==> src/rtl/core_daddr_utlb_pkg.sv <==
// Shared types for the data-side translation stage: CSR views, main-TLB response, micro-TLB entry.
// Pure declarations and one helper; no timing or backpressure of its own.
// The helper builds the fixed-attribute result used by direct and window translations.
package core_daddr_utlb_pkg;

    typedef struct packed {
        logic       da;
        logic [1:0] datm;
        logic [1:0] plv;
    } crmd_t;

    // en gates the window; a cleared DMW would otherwise claim segment 0
    typedef struct packed {
        logic       en;
        logic [2:0] vseg;
        logic [2:0] pseg;
        logic [1:0] mat;
        logic [1:0] plv;
    } dmw_t;

    typedef struct packed {
        crmd_t crmd;
        dmw_t  dmw0;
        dmw_t  dmw1;
    } csr_t;

    typedef struct packed {
        logic        found;
        logic [3:0]  index;
        logic [5:0]  ps;
        logic [19:0] ppn;
        logic        v;
        logic        d;
        logic [1:0]  mat;
        logic [1:0]  plv;
        logic        dmw;
    } tlb_s_resp_t;

    typedef struct packed {
        logic        valid;
        logic [19:0] vtag;
        tlb_s_resp_t resp;
    } utlb_entry_t;

    typedef enum logic {
        UTLB_IDLE = 1'b0,
        UTLB_REQ  = 1'b1
    } utlb_state_e;

    localparam logic [5:0] PS_4K = 6'd12;
    localparam logic [5:0] PS_2M = 6'd21;
    localparam logic [5:0] PS_4M = 6'd22;

    function automatic tlb_s_resp_t direct_resp(input logic [19:0] ppn, input logic [1:0] mat,
                                                input logic [1:0] plv, input logic keep_hi);
        tlb_s_resp_t r;
        r       = '0;
        r.found = 1'b1;
        r.v     = 1'b1;
        r.d     = 1'b1;
        r.dmw   = 1'b1;
        r.ps    = PS_4K;
        r.ppn   = {(keep_hi ? ppn[19:17] : 3'b000), ppn[16:0]};
        r.mat   = mat;
        r.plv   = plv;
        return r;
    endfunction

endpackage

==> src/rtl/core_utlb_match.sv <==
// Page-size-masked tag compare for one micro-TLB entry.
// Purely combinational, zero latency.
// No backpressure; evaluated every cycle.
module core_utlb_match
    import core_daddr_utlb_pkg::*;
(
    input  logic        valid,
    input  logic [19:0] vtag,
    input  logic [5:0]  ps,
    input  logic [19:0] vpn,
    output logic        hit
);

    logic [19:0] mask;

    always_comb begin
        case (ps)
            PS_2M:   mask = 20'hFFE00;
            PS_4M:   mask = 20'hFFC00;
            default: mask = 20'hFFFFF;
        endcase
    end

    assign hit = valid && (((vpn ^ vtag) & mask) == 20'h0);

endmodule

==> src/rtl/core_daddr_utlb.sv <==
// Data-side M0 translation (DA, DMW0/1, micro-TLB) registered into M1, with main-TLB refill on miss.
// Hit: 1 cycle. Miss: ready_o low from miss cycle until the edge after the refill handshake (>=2 cycles).
// Holds M1 while m1_stall_i or a refill is in flight; refill uses valid/ready, dropped only by flush/reset.
module core_daddr_utlb
    import core_daddr_utlb_pkg::*;
#(
    parameter int ENTRY_NUM        = 4,
    parameter int ENABLE_TLB       = 1,
    parameter int SUPPORT_32_PADDR = 0
) (
    input  logic        clk,
    input  logic        rst_n,
    input  logic        valid_i,
    input  logic [31:0] vaddr_i,
    input  logic        m1_stall_i,
    output logic        ready_o,
    input  csr_t        csr_i,
    input  logic        flush_trans_i,
    output logic [19:0] vppn_o,
    output logic        tlb_req_valid_o,
    input  logic        tlb_req_ready_i,
    input  tlb_s_resp_t tlb_resp_i,
    output tlb_s_resp_t tlb_raw_result_o
);

    localparam int   IW      = (ENTRY_NUM > 1) ? $clog2(ENTRY_NUM) : 1;
    localparam logic TLB_ON  = (ENABLE_TLB != 0);
    localparam logic KEEP_HI = (SUPPORT_32_PADDR != 0);

    utlb_entry_t          entries_q [ENTRY_NUM];
    logic [ENTRY_NUM-1:0] hit_vec;
    logic [IW-1:0]        hit_idx, wr_idx, rr_q;
    logic                 any_hit, dmw0_hit, dmw1_hit, m0_miss, refill;
    tlb_s_resp_t          m0_res, res_q;
    logic [19:0]          vpn_q;
    logic                 miss_q;
    utlb_state_e          fsm_q, fsm_d;
    logic                 unused_offset;

    assign unused_offset = ^vaddr_i[11:0];

    for (genvar g = 0; g < ENTRY_NUM; g++) begin : g_match
        core_utlb_match u_match (
            .valid (entries_q[g].valid),
            .vtag  (entries_q[g].vtag),
            .ps    (entries_q[g].resp.ps),
            .vpn   (vaddr_i[31:12]),
            .hit   (hit_vec[g])
        );
    end

    // Lowest index wins on multiple hits; lowest invalid index is the preferred victim.
    always_comb begin
        hit_idx = '0;
        any_hit = 1'b0;
        wr_idx  = rr_q;
        for (int i = ENTRY_NUM - 1; i >= 0; i--) begin
            if (hit_vec[i]) begin
                hit_idx = IW'(i);
                any_hit = 1'b1;
            end
            if (!entries_q[i].valid) wr_idx = IW'(i);
        end
    end

    assign dmw0_hit = csr_i.dmw0.en && (vaddr_i[31:29] == csr_i.dmw0.vseg);
    assign dmw1_hit = csr_i.dmw1.en && (vaddr_i[31:29] == csr_i.dmw1.vseg);

    // Entries are about to be invalidated on flush, so a concurrent lookup must not trust them.
    always_comb begin
        m0_res  = '0;
        m0_miss = 1'b0;
        if (csr_i.crmd.da)
            m0_res = direct_resp(vaddr_i[31:12], csr_i.crmd.datm, csr_i.crmd.plv, KEEP_HI);
        else if (dmw0_hit)
            m0_res = direct_resp({csr_i.dmw0.pseg, vaddr_i[28:12]}, csr_i.dmw0.mat,
                                 csr_i.dmw0.plv, KEEP_HI);
        else if (dmw1_hit)
            m0_res = direct_resp({csr_i.dmw1.pseg, vaddr_i[28:12]}, csr_i.dmw1.mat,
                                 csr_i.dmw1.plv, KEEP_HI);
        else if (TLB_ON && any_hit && !flush_trans_i)
            m0_res = entries_q[hit_idx].resp;
        else
            m0_miss = TLB_ON && valid_i;
    end

    always_comb begin
        fsm_d           = fsm_q;
        tlb_req_valid_o = 1'b0;
        refill          = 1'b0;
        case (fsm_q)
            UTLB_IDLE: begin
                if (TLB_ON && miss_q && !flush_trans_i) fsm_d = UTLB_REQ;
            end
            UTLB_REQ: begin
                tlb_req_valid_o = 1'b1;
                if (flush_trans_i) begin
                    fsm_d = UTLB_IDLE;
                end else if (tlb_req_ready_i) begin
                    refill = 1'b1;
                    fsm_d  = UTLB_IDLE;
                end
            end
            default: fsm_d = UTLB_IDLE;
        endcase
    end

    always_ff @(posedge clk or negedge rst_n) begin
        if (!rst_n) fsm_q <= UTLB_IDLE;
        else        fsm_q <= fsm_d;
    end

    always_ff @(posedge clk or negedge rst_n) begin
        if (!rst_n) begin
            res_q  <= '0;
            vpn_q  <= '0;
            miss_q <= 1'b0;
        end else if (refill) begin
            res_q  <= tlb_resp_i;
            miss_q <= 1'b0;
        end else if (fsm_q == UTLB_IDLE && !m1_stall_i) begin
            res_q  <= m0_res;
            vpn_q  <= vaddr_i[31:12];
            miss_q <= m0_miss;
        end
    end

    // Not-found responses are forwarded only; caching them would hide the refill exception.
    always_ff @(posedge clk or negedge rst_n) begin
        if (!rst_n) begin
            for (int i = 0; i < ENTRY_NUM; i++) entries_q[i] <= '0;
            rr_q <= '0;
        end else if (flush_trans_i) begin
            for (int i = 0; i < ENTRY_NUM; i++) entries_q[i].valid <= 1'b0;
        end else if (refill && tlb_resp_i.found) begin
            entries_q[wr_idx].valid <= 1'b1;
            entries_q[wr_idx].vtag  <= vpn_q;
            entries_q[wr_idx].resp  <= tlb_resp_i;
            rr_q                    <= rr_q + IW'(1);
        end
    end

    assign ready_o          = !miss_q;
    assign vppn_o           = vpn_q;
    assign tlb_raw_result_o = res_q;

endmodule

==> config.mk <==
export PLATFORM = sky130hd
export DESIGN_NAME = core_daddr_utlb
export DESIGN_NICKNAME = d
export VERILOG_FILES = /design/src/rtl/core_daddr_utlb_pkg.sv /design/src/rtl/core_utlb_match.sv /design/src/rtl/core_daddr_utlb.sv
export SDC_FILE = /design/constraint.sdc
export NUM_CORES = 1
export LEC_CHECK = 0
export ABC_AREA = 1
export BUFFER_PORTS_ARGS = -buffer_cell sky130_fd_sc_hd__buf_2
export CAP_MARGIN = 0
export CORE_MARGIN = 1
export CORE_UTILIZATION = 59
export CTS_BUF_LIST = sky130_fd_sc_hd__clkbuf_8
export CTS_CLUSTER_DIAMETER = 40
export CTS_CLUSTER_SIZE = 30
export DETAILED_ROUTE_END_ITERATION = 16
export GPL_TIMING_DRIVEN = 0
export HOLD_SLACK_MARGIN = 0.15
export PLACE_DENSITY = 0.84
export SKIP_LAST_GASP = 1
export SYNTH_ARGS = -nofsm -noshare
export SYNTH_HDL_FRONTEND = slang
export SYNTH_SLANG_ARGS = --single-unit
==> constraint.sdc <==
create_clock -name clk -period 2.7 [get_ports clk]
set_input_delay 0.405 -clock clk [delete_from_list [all_inputs] [get_ports clk]]
set_output_delay 0.405 -clock clk [all_outputs]
set_load 0.01 [all_outputs]
==> qor.json, run 1 <==
{
  "port_buffers": 129,
  "clock_path_buffers": 3,
  "synth_cells": 1663,
  "synth-async-reset-ratio_pct": 100.0,
  "critPathSlowestCell": "sky130_fd_sc_hd__dfrtp_1",
  "cts_tree": "done",
  "min_path_type": "in -> reg",
  "first_global_vias": 12747,
  "dpl.cell_count": 2108,
  "clock_latency_ps": 570,
  "instance_area_after_placement_sq_um": 15010,
  "max_slew_margin_pct": 40.45,
  "rr_worst_depth": 15,
  "grt_pass1_wl_um": 67830,
  "antenna_found_initial": 1,
  "timing.fmax_mhz": 383.2,
  "fp.dieH_um": 155.4,
  "grt.total_usage_pct": 37.12,
  "end_point_of_the_worst_hold_path": "tlb_raw_result_o[4]$_DFFE_PN0P_",
  "final_critical_path_setup_slack_ps": 90.46,
  "postSynthAreaPerCell_sq_um": 8.348,
  "dp_worst_setup_slack_ps": -266.3,
  "post-route-cell-area_sq_um": 16230,
  "worst_min_path_start": "csr_i[3]",
  "least_margin_pin_slew_ps": 893.2,
  "clock_skew_ps": 29.19,
  "peakVddDrop_mv": 0.4465,
  "ys_seq_area_share_pct": 53.71,
  "critical_path_cell_by_cell": "a21oi_1 -> nand3_1 -> nor3_1 -> nand2_1 -> nor2_1 -> nand2_2 -> nand2_1 -> nand2_2 -> nand2_2 -> buf_6 -> buf_2 -> nand2_1 -> o211ai_1 -> nand3_2 -> o211ai_2",
  "synth_seq_cells": 298,
  "critical_path.reg2reg.endpoint": "tlb_raw_result_o[28]$_DFFE_PN0P_",
  "setup.reg_to_reg.worst_slack_ps": 90,
  "route.detailed.drc": 0,
  "dominant_delay_contributor_by_cell_family_on_the_critical_path": "simple AND/OR/NAND/NOR gates",
  "cp_slowest_stage_delay_ps": 420,
  "detail-route-antenna-nets": 0,
  "timing_worst_setup_path_type": "reg -> reg",
  "timing.final.crit_share_pct": 96.65,
  "num_io_pins": 163,
  "final_cell_mix": "sky130_fd_sc_hd__nand2_1 (565), sky130_fd_sc_hd__dfrtp_1 (298), sky130_fd_sc_hd__o21ai_0 (242)",
  "finalCriticalPeriod_ps": 2610,
  "num-nets-final": 1969,
  "r2r-start": "entries_q[107]$_DFFE_PN0P_",
  "type_of_element_capturing_the_critical_path": "flop",
  "detail_route.first_pass.iterations": 8,
  "netlist.top_cell.by_area": "sky130_fd_sc_hd__dfrtp_1",
  "power_leakage_nw": 7.725,
  "final-setup-viol-count": 0,
  "yosys_most_used_dff": "sky130_fd_sc_hd__dfrtp_1",
  "crit_buf_inv": 2,
  "grt_max_degree": 99,
  "drt-vias-per-instance": 5.991,
  "timing.critical_path.required_ps": 3180,
  "library_cell_used_as_clock_root_buffer": "sky130_fd_sc_hd__clkbuf_8",
  "final_gp_congestion": 0.9644,
  "dieArea_sq_um": 24150,
  "routed_wl_um": 44180,
  "whs_path_depth": 5,
  "final_common_cell": "sky130_fd_sc_hd__nand2_1",
  "postSynthNetCount": 1766,
  "detail_route.wl_per_cell_um": 20.03,
  "status": "finished, final reports clean",
  "finalSetupTns_ps": 0,
  "via_count": 13211,
  "syn-cell-area_sq_um": 13880,
  "die_width_um": 155.4,
  "layout-area-overhead-vs-synth_pct": 16.88,
  "grt_remaining_overflow": 0,
  "place_hpwl_um": 30490,
  "cell_types_with_the_largest_area_share_after_synthesis": "sky130_fd_sc_hd__dfrtp_1 (54%), sky130_fd_sc_hd__nand2_1 (15%), sky130_fd_sc_hd__o21ai_0 (8.7%)",
  "std_cell_rows": 55,
  "detail_route.iter0.violations": 1642,
  "ys.warnings.count": 0,
  "crit_arrival_ps": 3090,
  "final_core_util_pct": 71.02,
  "report.final.slew_viol_count": 0,
  "start_util_pct": 60.77,
  "numClockSinks": 298,
  "clk_pin_slew_ps": 90,
  "ant_diodes": 0,
  "hold_violations": 0,
  "power_density_nw_per_um2": 660.1,
  "cap_viol_max_count": 0,
  "synth-edff-count": 0,
  "critical_path_peak_fanout": 10,
  "maximum_level_of_the_cts_h_tree": 2,
  "synth.top_cell.area_share_pct": 53.71,
  "synth_cell_types": 37,
  "numCtsBuffers": 37,
  "critical_path.startpoint_type": "flop",
  "drive_above_1_share_pct": 16.38,
  "post_route_non_filler_standard_cell_count": 2205,
  "core-area_sq_um": 22850
}
[metal layers]
metal / wire length [um] / track usage (%) / vias to the layer above
li1: - / - / 5796
met4: 2393 / 22.04 / 0
met3: 5204 / 9.415 / 194
met5: 0 / 0 / -
met2: 20090 / 56.65 / 878
met1: 16480 / 48.11 / 6343
[state kept, by name, indices dropped and copies added, names as in the netlist]
| signal | count |
|---|---|
| entries_q | 236 |
| vppn_o | 20 |
| miss_q | 1 |
| tlb_raw_result_o | 38 |
| fsm_q | 1 |
| rr_q | 2 |
[synth_stat cells, types with 2 or more instances]
master,instances
sky130_fd_sc_hd__nor4_1,2
sky130_fd_sc_hd__a21oi_2,2
sky130_fd_sc_hd__buf_6,3
sky130_fd_sc_hd__nand2_1,568
sky130_fd_sc_hd__o21ai_1,14
sky130_fd_sc_hd__or2_2,2
sky130_fd_sc_hd__a21oi_1,8
sky130_fd_sc_hd__nand2_2,4
sky130_fd_sc_hd__nand3_2,10
sky130_fd_sc_hd__o2111ai_1,17
sky130_fd_sc_hd__a221oi_1,4
sky130_fd_sc_hd__nand3_1,117
sky130_fd_sc_hd__inv_2,17
sky130_fd_sc_hd__or2_0,2
sky130_fd_sc_hd__nor2_1,42
sky130_fd_sc_hd__o211ai_1,11
sky130_fd_sc_hd__xnor2_1,40
sky130_fd_sc_hd__buf_1,9
sky130_fd_sc_hd__inv_1,99
sky130_fd_sc_hd__clkbuf_1,50
sky130_fd_sc_hd__buf_4,9
sky130_fd_sc_hd__nor3_4,2
sky130_fd_sc_hd__buf_2,31
sky130_fd_sc_hd__nand4_1,10
sky130_fd_sc_hd__dfrtp_1,298
sky130_fd_sc_hd__o22ai_1,4
sky130_fd_sc_hd__xor2_1,18
sky130_fd_sc_hd__o21ai_0,242
sky130_fd_sc_hd__o211ai_2,10
sky130_fd_sc_hd__nor3_1,11
[worst min-delay path: stages]
cell and delay [ps]:
sky130_fd_sc_hd__buf_2 80, sky130_fd_sc_hd__a221oi_1 60, sky130_fd_sc_hd__nand2_1 60, sky130_fd_sc_hd__nand2_1 40
sky130_fd_sc_hd__nand3_1 50
[repair_timing]
| action | 4_1_cts | 5_1_grt |
|---|---|---|
| hold endpoints to repair | 77 | 0 |
| hold buffers | 29 | 0 |
| cloned | 0 | 0 |
| setup buffers | 0 | 3 |
| pin swaps | 0 | 2 |
| setup endpoints to repair | 80 | 201 |
| gates resized for setup | 2 | 27 |
[kinds of logic after synthesis]
logic type / Yosys count / synth area share (%)
simple gates: 776 / 23.31
compound gates: 313 / 12.73
flops: 298 / 53.71
buf+inv: 218 / 6.579
xor+xnor: 58 / 3.659
[area by class of cell]
class / instances / area [sq um]
buffer: 102 / 503.0
clock buffer: 38 / 523.0
clock inverter: 27 / 324.1
fill: 1771 / 6620
inverter: 116 / 435.4
multi-input combinational: 1147 / 5542
sequential: 298 / 7457
tap: 313 / 391.6
timing repair buffer: 164 / 1051
[per-stage QoR]
| step | hold slack (ps) | power, W |
|---|---|---|
| after floorplan | 109.4 | 0.006248 |
| after global placement | 434.1 | 0.006815 |
| after detailed placement | 335.7 | 0.006911 |
| after CTS | 157.1 | 0.01066 |
| after global routing | 209.2 | 0.01111 |
| final | 167.2 | 0.01071 |
[worst max-delay path by stage]
stage | from | end | slack (ps) | cells past startpoint
floorplan | vaddr_i[19] | tlb_raw_result_o[21]$_DFFE_PN0P_ | 640 | 15
global placement | rst_n | entries_q[68]$_DFFE_PN0P_ | -4150 | 1
detailed placement | flush_trans_i | entries_q[43]$_DFFE_PN0P_ | -270 | 9
CTS | fsm_q$_DFF_PN0_ | entries_q[43]$_DFFE_PN0P_ | -10 | 9
global route | entries_q[38]$_DFFE_PN0P_ | tlb_raw_result_o[21]$_DFFE_PN0P_ | -8 | 14
finish | entries_q[107]$_DFFE_PN0P_ | tlb_raw_result_o[28]$_DFFE_PN0P_ | 90 | 15
[where the power goes]
part / total, W / internal, W / switching (W) / leakage (nW)
logic: 0.00165 / 0.000647 / 0.00101 / 3.29
registers: 0.00526 / 0.00494 / 0.000315 / 4.00
clock network: 0.00380 / 0.00189 / 0.00191 / 0.435
Power figures use the tool's default switching activity.
==> run 2, diff against run 1 <==
ABC_AREA = 0   (was 1)
CTS_BUF_LIST = sky130_fd_sc_hd__clkbuf_2 sky130_fd_sc_hd__clkbuf_4 sky130_fd_sc_hd__clkbuf_8   (was sky130_fd_sc_hd__clkbuf_8)
SYNTH_HIERARCHICAL = 1   (was default)
==> qor.json, run 2 <==
{
  "status": "finished with violations",
  "violations_in_the_final_reports": "negative setup slack",
  "cap_viol_max_count": {"value": 0, "change": "unchanged"},
  "detail_route.first_pass.iterations": {"value": 6, "change": "-2"},
  "dieArea": {"value": 24280, "unit": "sq um", "change": "+0.53%"},
  "port_buffers": {"value": 143, "change": "+11%"},
  "numClockSinks": {"value": 298, "change": "unchanged"},
  "ys_seq_area_share": {"value": 53.42, "unit": "%", "change": "-0.29 points"},
  "use_met3": {"value": 7.639, "unit": "%", "change": "-1.8 points"},
  "crit_arrival": {"value": 4010, "unit": "ps", "change": "+920 ps"},
  "critical_path_peak_fanout": {"value": 5, "change": "-5"},
  "final-setup-viol-count": {"value": 54, "change": "+54"},
  "final_critical_path_setup_slack": {"value": -825.5, "unit": "ps", "change": "-916.0 ps"},
  "holdWs": {"value": 194.7, "unit": "ps", "change": "+27.55 ps"},
  "timing_worst_setup_path_type": "reg -> reg",
  "synth_seq_cells": {"value": 298, "change": "unchanged"},
  "detail_route.iter0.violations": {"value": 1278, "change": "-22%"},
  "largest_register_ff_count": {"value": 236, "change": "unchanged"},
  "hold_violations": {"value": 0, "change": "unchanged"},
  "ys.warnings.count": {"value": 6, "change": "+6"},
  "postSynthNetCount": {"value": 1217, "change": "-31%"},
  "route.detailed.drc": {"value": 0, "change": "unchanged"},
  "drive_above_1_share": {"value": 27.44, "unit": "%", "change": "+11 points"},
  "max_flop_register": "entries_q",
  "clock_latency": {"value": 580, "unit": "ps", "change": "about the same"},
  "std_cell_rows": {"value": 55, "change": "unchanged"},
  "synthXorXnorAreaFrac": {"value": 5.522, "unit": "%", "change": "+1.9 points"},
  "post-route-cell-area": {"value": 17270, "unit": "sq um", "change": "+6.4%"},
  "critical_path.startpoint_type": "flop",
  "via_count": {"value": 11176, "change": "-15%"},
  "clock_skew": {"value": 37.19, "unit": "ps", "change": "+8.005 ps"},
  "synth.mux.area_fraction": {"value": 20.25, "unit": "%", "change": "+20 points"},
  "die_width": {"value": 155.8, "unit": "um", "change": "+0.26%"},
  "min_path_type": "in -> reg",
  "numCtsBuffers": {"value": 38, "change": "+2.7%"},
  "grt.total_usage": {"value": 34.99, "unit": "%", "change": "-2.1 points"},
  "timing.critical_path.required": {"value": 3180, "unit": "ps", "change": "about the same"},
  "cts_tree": "done",
  "rsz0062_at_grt": "yes",
  "ant_diodes": {"value": 0, "change": "unchanged"},
  "final_cell_mix": "sky130_fd_sc_hd__dfrtp_1 (298), sky130_fd_sc_hd__mux2_1 (228), sky130_fd_sc_hd__buf_2 (154)",
  "groute.layer.met2.usage": {"value": 56.78, "unit": "%", "change": "+0.13 points"},
  "top_usage_layer": "met2",
  "routed_wl": {"value": 44030, "unit": "um", "change": "-0.34%"},
  "timing.final.crit_share": {"value": 130.6, "unit": "%", "change": "+34 points"},
  "post_synth_and_or_nand_nor_area_fraction": {"value": 9.349, "unit": "%", "change": "-14 points"},
  "clk_pin_slew": {"value": 100, "unit": "ps", "change": "about the same"},
  "power.total": {"value": 0.01062, "unit": "W", "change": "-0.90%"},
  "first_global_vias": {"value": 11325, "change": "-11%"},
  "dp_worst_setup_slack": {"value": -1248, "unit": "ps", "change": "-981.7 ps"},
  "num_io_pins": {"value": 163, "change": "unchanged"},
  "peakVddDrop": {"value": 0.6022, "unit": "mV", "change": "+35%"},
  "layout-area-overhead-vs-synth_pct": 23.69,
  "grt_pass1_wl": {"value": 63710, "unit": "um", "change": "-6.1%"},
  "finalCriticalPeriod": {"value": 3526, "unit": "ps", "change": "+916.0 ps"},
  "synth-edff-count": {"value": 0, "change": "unchanged"},
  "power_leakage": {"value": 8.580, "unit": "nW", "change": "+11%"},
  "postSynthAreaPerCell": {"value": 12.53, "unit": "sq um", "change": "+50%"},
  "timing.fmax": {"value": 283.6, "unit": "MHz", "change": "-26%"},
  "instance_area_after_placement": {"value": 15200, "unit": "sq um", "change": "+1.2%"},
  "area_fraction_in_compound_gates_after_synthesis": {"value": 8.650, "unit": "%", "change": "-4.1 points"},
  "gr-usage-met1": {"value": 44.42, "unit": "%", "change": "-3.7 points"},
  "detail_route.wl_per_cell": {"value": 25.66, "unit": "um", "change": "+28%"},
  "num-nets-final": {"value": 1477, "change": "-25%"},
  "type_of_element_capturing_the_critical_path": "flop",
  "synth_cell_types": {"value": 48, "change": "+30%"},
  "maximum_level_of_the_cts_h_tree": {"value": 2, "change": "unchanged"},
  "synth_cells": {"value": 1114, "change": "-33%"},
  "clock_path_buffers": {"value": 3, "change": "unchanged"},
  "fp.dieH": {"value": 155.8, "unit": "um", "change": "+0.26%"},
  "synth.top_cell.area_share": {"value": 53.42, "unit": "%", "change": "-0.29 points"},
  "syn-cell-area": {"value": 13960, "unit": "sq um", "change": "+0.54%"},
  "report.final.slew_viol_count": {"value": 0, "change": "unchanged"},
  "grt_max_degree": {"value": 125, "change": "+26%"},
  "max_slew_margin": {"value": 37.50, "unit": "%", "change": "-3.0 points"},
  "antenna_found_initial": {"value": 0, "change": "-1"},
  "library_cell_used_as_clock_root_buffer": "sky130_fd_sc_hd__clkbuf_8",
  "synth-adder-area-share": {"value": 0, "unit": "%", "change": "unchanged"},
  "grt_remaining_overflow": {"value": 0, "change": "unchanged"},
  "power_density": {"value": 614.8, "unit": "nW/um^2", "change": "-6.9%"},
  "final_core_util": {"value": 75.34, "unit": "%", "change": "+4.3 points"},
  "detail-route-antenna-nets": {"value": 0, "change": "unchanged"},
  "synth-async-reset-ratio": {"value": 100.0, "unit": "%", "change": "unchanged"},
  "start_util": {"value": 60.91, "unit": "%", "change": "+0.15 points"},
  "synth.most_common_cell": "sky130_fd_sc_hd__dfrtp_1",
  "final_gp_congestion": {"value": 0.8724, "change": "-9.5%"},
  "ys_top_cells_by_count": "sky130_fd_sc_hd__dfrtp_1 (298), sky130_fd_sc_hd__mux2_1 (228), sky130_fd_sc_hd__nand2_1 (69)",
  "core-area": {"value": 22920, "unit": "sq um", "change": "+0.30%"},
  "cell_types_with_the_largest_area_share_after_synthesis": "sky130_fd_sc_hd__dfrtp_1 (53%), sky130_fd_sc_hd__mux2_1 (18%), sky130_fd_sc_hd__xnor2_1 (3.5%)",
  "least_margin_pin_slew": {"value": 937.6, "unit": "ps", "change": "+44.37 ps"},
  "yosys_most_used_dff": "sky130_fd_sc_hd__dfrtp_1",
  "place_hpwl": {"value": 26200, "unit": "um", "change": "-14%"},
  "final_common_cell": "sky130_fd_sc_hd__dfrtp_1",
  "drt-vias-per-instance": {"value": 6.513, "change": "+8.7%"},
  "netlist.top_cell.by_area": "sky130_fd_sc_hd__dfrtp_1",
  "synth_top_family_by_area": "multiplexers"
}
==> run 2: changes by cell type in the layout (fill, tap and decap cells not counted), sizes merged, moves of 16 or more <==
cell | previous run | this run
mux2 | 0 | 229
nand2 | 572 | 69
xnor2 | 40 | 56
o2111ai | 17 | 0
and3 | 0 | 29
clkbuf | 96 | 76
inv | 127 | 33
buf | 179 | 223
o21ai | 256 | 8
a21oi | 10 | 52
or4 | 0 | 18
a221oi | 4 | 23
nand3 | 127 | 8
==> run 2: path summary, 6_finish.rpt <==
kind,startpoint,end,slack (ps),cells after the start
max,entries_q[32]$_DFFE_PN0P_,tlb_raw_result_o[23]$_DFFE_PN0P_,-830,10
min,tlb_resp_i[8],entries_q[126]$_DFFE_PN0P_,190,2
max reg2reg,entries_q[32]$_DFFE_PN0P_,tlb_raw_result_o[23]$_DFFE_PN0P_,-830,10
min reg2reg,entries_q[210]$_DFFE_PN0P_,entries_q[210]$_DFFE_PN0P_,490,1
max in group asynchronous,rst_n,entries_q[15]$_DFFE_PN0P_,1190,3
min in group asynchronous,rst_n,entries_q[101]$_DFFE_PN0P_,460,2
==> run 2: cells by family after synthesis <==
logic type	count (synthesis)
muxes	240
and+or+nand+nor	230
xor gates and xnor gates	88
buffers and inverters	95
AOI/OAI and AO/OA	163
DFF	298
==> run 2: stage by stage <==
| stage | instances | setup TNS, ps |
|---|---|---|
| after floorplan | 1114 | -6025 |
| after global placement | 1570 | -1287810 |
| after detailed placement | 1572 | -40540 |
| after CTS | 1711 | -18180 |
| after global routing | 1716 | -27500 |
| final | 1716 | -23860 |
==> run 2: what timing repair did <==
action	in CTS	in global routing
buffers inserted	31	8
resized for setup	81	54
endpoints found under the hold margin	247	0
pin swaps	38	37
gates cloned	2	1
setup endpoints to repair	46	49
hold buffers	39	0
==> run 2: layout make-up <==
type                            count  area, sq um
Buffer                             63        399.1
Clock inverter                     20        241.5
Fill cell                        1324         5650
Clock buffer                       49        636.9
Inverter                           26        97.59
Multi-Input combinational cell    721         6462
Tap cell                          313        391.6
Timing Repair Buffer              226         1579
Sequential cell                   298         7457
==> run 2: report_power, final <==
group	internal, W	total [W]	leakage, nW	switching [W]
clock	0.00199	0.00385	0.449	0.00185
sequential	0.00490	0.00529	4.02	0.000395
combinational	0.000686	0.00148	4.11	0.000791
==> run 2: metal layers <==
metal  wire [um]  up-vias
met1       16100     5605
met4        2370        0
li1            -     4569
met5           0        -
met3        4713      211
met2       20850      791
==> run 2: worst max-delay path, cell delays in order, from the launching register on <==
cell and delay, ps:
sky130_fd_sc_hd__dfrtp_1 420, sky130_fd_sc_hd__nor4bb_1 630, sky130_fd_sc_hd__o21ai_1 250, sky130_fd_sc_hd__a2111oi_4 410, sky130_fd_sc_hd__buf_4 220, sky130_fd_sc_hd__nor2_4 40
sky130_fd_sc_hd__a21o_1 180, sky130_fd_sc_hd__or4_4 520, sky130_fd_sc_hd__buf_8 180, sky130_fd_sc_hd__or4_4 510, sky130_fd_sc_hd__o211ai_2 70
==> run 3, diff against run 2 <==
==> constraint.sdc (replaced) <==
create_clock -name clk -period 2.7 [get_ports clk]
set_input_delay 0.54 -clock clk [delete_from_list [all_inputs] [get_ports clk]]
set_output_delay 0.54 -clock clk [all_outputs]
set_load 0.01 [all_outputs]
==> qor.json, run 3 (same netlist as run 2, synthesis figures left out) <==
{
  "type_of_element_capturing_the_critical_path": "flop",
  "clk_pin_slew": {"value": 90, "unit": "ps", "change": "about the same"},
  "maximum_level_of_the_cts_h_tree": {"value": 2, "change": "unchanged"},
  "route.detailed.drc": {"value": 0, "change": "unchanged"},
  "dieArea": {"value": 24280, "unit": "sq um", "change": "unchanged"},
  "numClockSinks": {"value": 298, "change": "unchanged"},
  "routed_wl": {"value": 39280, "unit": "um", "change": "-11%"},
  "clock_latency": {"value": 560, "unit": "ps", "change": "-20 ps"},
  "clock_path_buffers": {"value": 3, "change": "unchanged"},
  "via_count": {"value": 10542, "change": "-5.7%"},
  "die_width": {"value": 155.8, "unit": "um", "change": "unchanged"},
  "grt.total_usage": {"value": 32.08, "unit": "%", "change": "-2.9 points"},
  "clock_skew": {"value": 24.80, "unit": "ps", "change": "-12.39 ps"},
  "cts_tree": "done",
  "start_util": {"value": 60.91, "unit": "%", "change": "unchanged"},
  "largest_register_ff_count": {"value": 236, "change": "unchanged"},
  "rsz0062_at_grt": "yes",
  "dp_worst_setup_slack": {"value": -1436, "unit": "ps", "change": "-188.2 ps"},
  "numCtsBuffers": {"value": 38, "change": "unchanged"},
  "place_hpwl": {"value": 25990, "unit": "um", "change": "-0.82%"},
  "least_margin_pin_slew": {"value": 909.8, "unit": "ps", "change": "-27.75 ps"},
  "drt-vias-per-instance": {"value": 6.309, "change": "-3.1%"},
  "first_global_vias": {"value": 10685, "change": "-5.7%"},
  "timing_worst_setup_path_type": "reg -> reg",
  "post-route-cell-area": {"value": 16710, "unit": "sq um", "change": "-3.2%"},
  "detail_route.iter0.violations": {"value": 931, "change": "-27%"},
  "detail_route.first_pass.iterations": {"value": 8, "change": "+2"},
  "peakVddDrop": {"value": 0.4042, "unit": "mV", "change": "-33%"},
  "final_critical_path_setup_slack": {"value": -707.7, "unit": "ps", "change": "+117.8 ps"},
  "instance_area_after_placement": {"value": 15200, "unit": "sq um", "change": "about the same"},
  "grt_max_degree": {"value": 112, "change": "-10%"},
  "grt_remaining_overflow": {"value": 0, "change": "unchanged"},
  "report.final.slew_viol_count": {"value": 0, "change": "unchanged"},
  "final_gp_congestion": {"value": 0.8536, "change": "-2.2%"},
  "min_path_type": "in -> reg",
  "critical_path_peak_fanout": {"value": 7, "change": "+2"},
  "hold_violations": {"value": 0, "change": "unchanged"},
  "timing.critical_path.required": {"value": 3180, "unit": "ps", "change": "about the same"},
  "detail_route.wl_per_cell": {"value": 23.51, "unit": "um", "change": "-8.4%"},
  "power_leakage": {"value": 8.327, "unit": "nW", "change": "-3.0%"},
  "crit_arrival": {"value": 3890, "unit": "ps", "change": "-120 ps"},
  "max_slew_margin": {"value": 39.12, "unit": "%", "change": "+1.6 points"},
  "drive_above_1_share": {"value": 26.68, "unit": "%", "change": "-0.76 points"},
  "timing.fmax": {"value": 293.5, "unit": "MHz", "change": "+3.5%"},
  "antenna_found_initial": {"value": 2, "change": "+2"},
  "grt_pass1_wl": {"value": 59070, "unit": "um", "change": "-7.3%"},
  "violations_in_the_final_reports": "negative setup slack",
  "final_core_util": {"value": 72.91, "unit": "%", "change": "-2.4 points"},
  "status": "finished with violations",
  "max_flop_register": "entries_q",
  "timing.final.crit_share": {"value": 126.2, "unit": "%", "change": "-4.4 points"},
  "finalCriticalPeriod": {"value": 3408, "unit": "ps", "change": "-117.8 ps"},
  "library_cell_used_as_clock_root_buffer": "sky130_fd_sc_hd__clkbuf_8",
  "port_buffers": {"value": 143, "change": "unchanged"},
  "std_cell_rows": {"value": 55, "change": "unchanged"},
  "detail-route-antenna-nets": {"value": 0, "change": "unchanged"},
  "whs_path_depth": {"value": 3, "change": "+1"},
  "num_io_pins": {"value": 163, "change": "unchanged"},
  "rr_worst_depth": {"value": 12, "change": "+2"},
  "critical_path.startpoint_type": "flop",
  "layout-area-overhead-vs-synth_pct": 19.70,
  "fp.dieH": {"value": 155.8, "unit": "um", "change": "unchanged"},
  "power_density": {"value": 609.9, "unit": "nW/um^2", "change": "-0.79%"},
  "final-setup-viol-count": {"value": 38, "change": "-30%"},
  "cap_viol_max_count": {"value": 0, "change": "unchanged"},
  "final_cell_mix": "sky130_fd_sc_hd__dfrtp_1 (298), sky130_fd_sc_hd__mux2_1 (228), sky130_fd_sc_hd__buf_2 (153)",
  "final_common_cell": "sky130_fd_sc_hd__dfrtp_1",
  "core-area": {"value": 22920, "unit": "sq um", "change": "unchanged"},
  "num-nets-final": {"value": 1430, "change": "-3.2%"}
}
## run 3: changes by cell type in the layout (fill, tap and decap cells not counted), moves of 4 or more
cell                            delta
sky130_fd_sc_hd__dlygate4sd3_1    -38
sky130_fd_sc_hd__buf_6            -10
sky130_fd_sc_hd__nor3_2            -6
sky130_fd_sc_hd__buf_4             -4
sky130_fd_sc_hd__bufinv_16         -4
sky130_fd_sc_hd__nor3_4            +4
## run 3: final timing paths
kind,from,end,slack (ps)
min in group asynchronous,rst_n,entries_q[103]$_DFFE_PN0P_,590
max in group asynchronous,rst_n,tlb_raw_result_o[3]$_DFFE_PN0P_,1150
worst max-delay path,entries_q[165]$_DFFE_PN0P_,tlb_raw_result_o[22]$_DFFE_PN0P_,-710
worst min-delay path,valid_i,miss_q$_DFFE_PN0P_,260
worst min register to register,entries_q[155]$_DFFE_PN0P_,entries_q[155]$_DFFE_PN0P_,480
worst max register to register,entries_q[165]$_DFFE_PN0P_,tlb_raw_result_o[22]$_DFFE_PN0P_,-710
## run 3: cell type report
cell class                      instances  area (sq um)
Antenna cell                            1         2.502
Tap cell                              313         391.6
Clock inverter                         23         185.2
Clock buffer                           47         634.4
Timing Repair Buffer                  175          1071
Inverter                               26         97.59
Fill cell                            1463          6207
Buffer                                 67         452.9
Sequential cell                       298          7457
Multi-Input combinational cell        721          6416
## run 3: what timing repair did
item                                    CTS  global route
setup buffers                            15            12
pin swaps                                22            30
gates cloned                              0             2
hold buffers                              1             0
endpoints found under the setup margin   38            46
gates resized for setup                  50            53
hold endpoints to repair                 77             0
## run 3: through the flow
stage	power, W	TNS, ps	hold WS (ps)	std cells
CTS	0.01015	-22020	244.3	1657
finish	0.01019	-20550	257.9	1671
detailed placement	0.006652	-50110	457.4	1572
floorplan	0.006015	-9805	244.4	1114
global placement	0.006572	-1339190	448.3	1570
global route	0.01055	-22400	260.3	1671
## run 3: report_power, final
part	switching, W	internal (W)	leakage, nW
Clock	0.00188	0.00166	0.426
Combinational	0.000744	0.000647	3.88
Sequential	0.000366	0.00489	4.02
Total	0.00299	0.00720	8.33
## run 3: layer usage
metal	part of all wire, %	wire, um	global-route usage, %
met4	4.4	1745	13.68
met5	0	0	0
met3	8.5	3357	6.944
met2	48	18900	52.81
met1	39	15280	41.14
## run 3: worst max-delay path, stage by stage (launching register included)
cell                        delay, ps
sky130_fd_sc_hd__dfrtp_1          400
sky130_fd_sc_hd__xor2_1           210
sky130_fd_sc_hd__nor4_2           350
sky130_fd_sc_hd__nand4_1          270
sky130_fd_sc_hd__a2111oi_4        360
sky130_fd_sc_hd__buf_6            190
sky130_fd_sc_hd__nor2_4            50
sky130_fd_sc_hd__a21o_1           190
sky130_fd_sc_hd__or4_4            430
sky130_fd_sc_hd__buf_8            160
sky130_fd_sc_hd__clkbuf_16        150
sky130_fd_sc_hd__or4_4            500
sky130_fd_sc_hd__o211ai_2          70
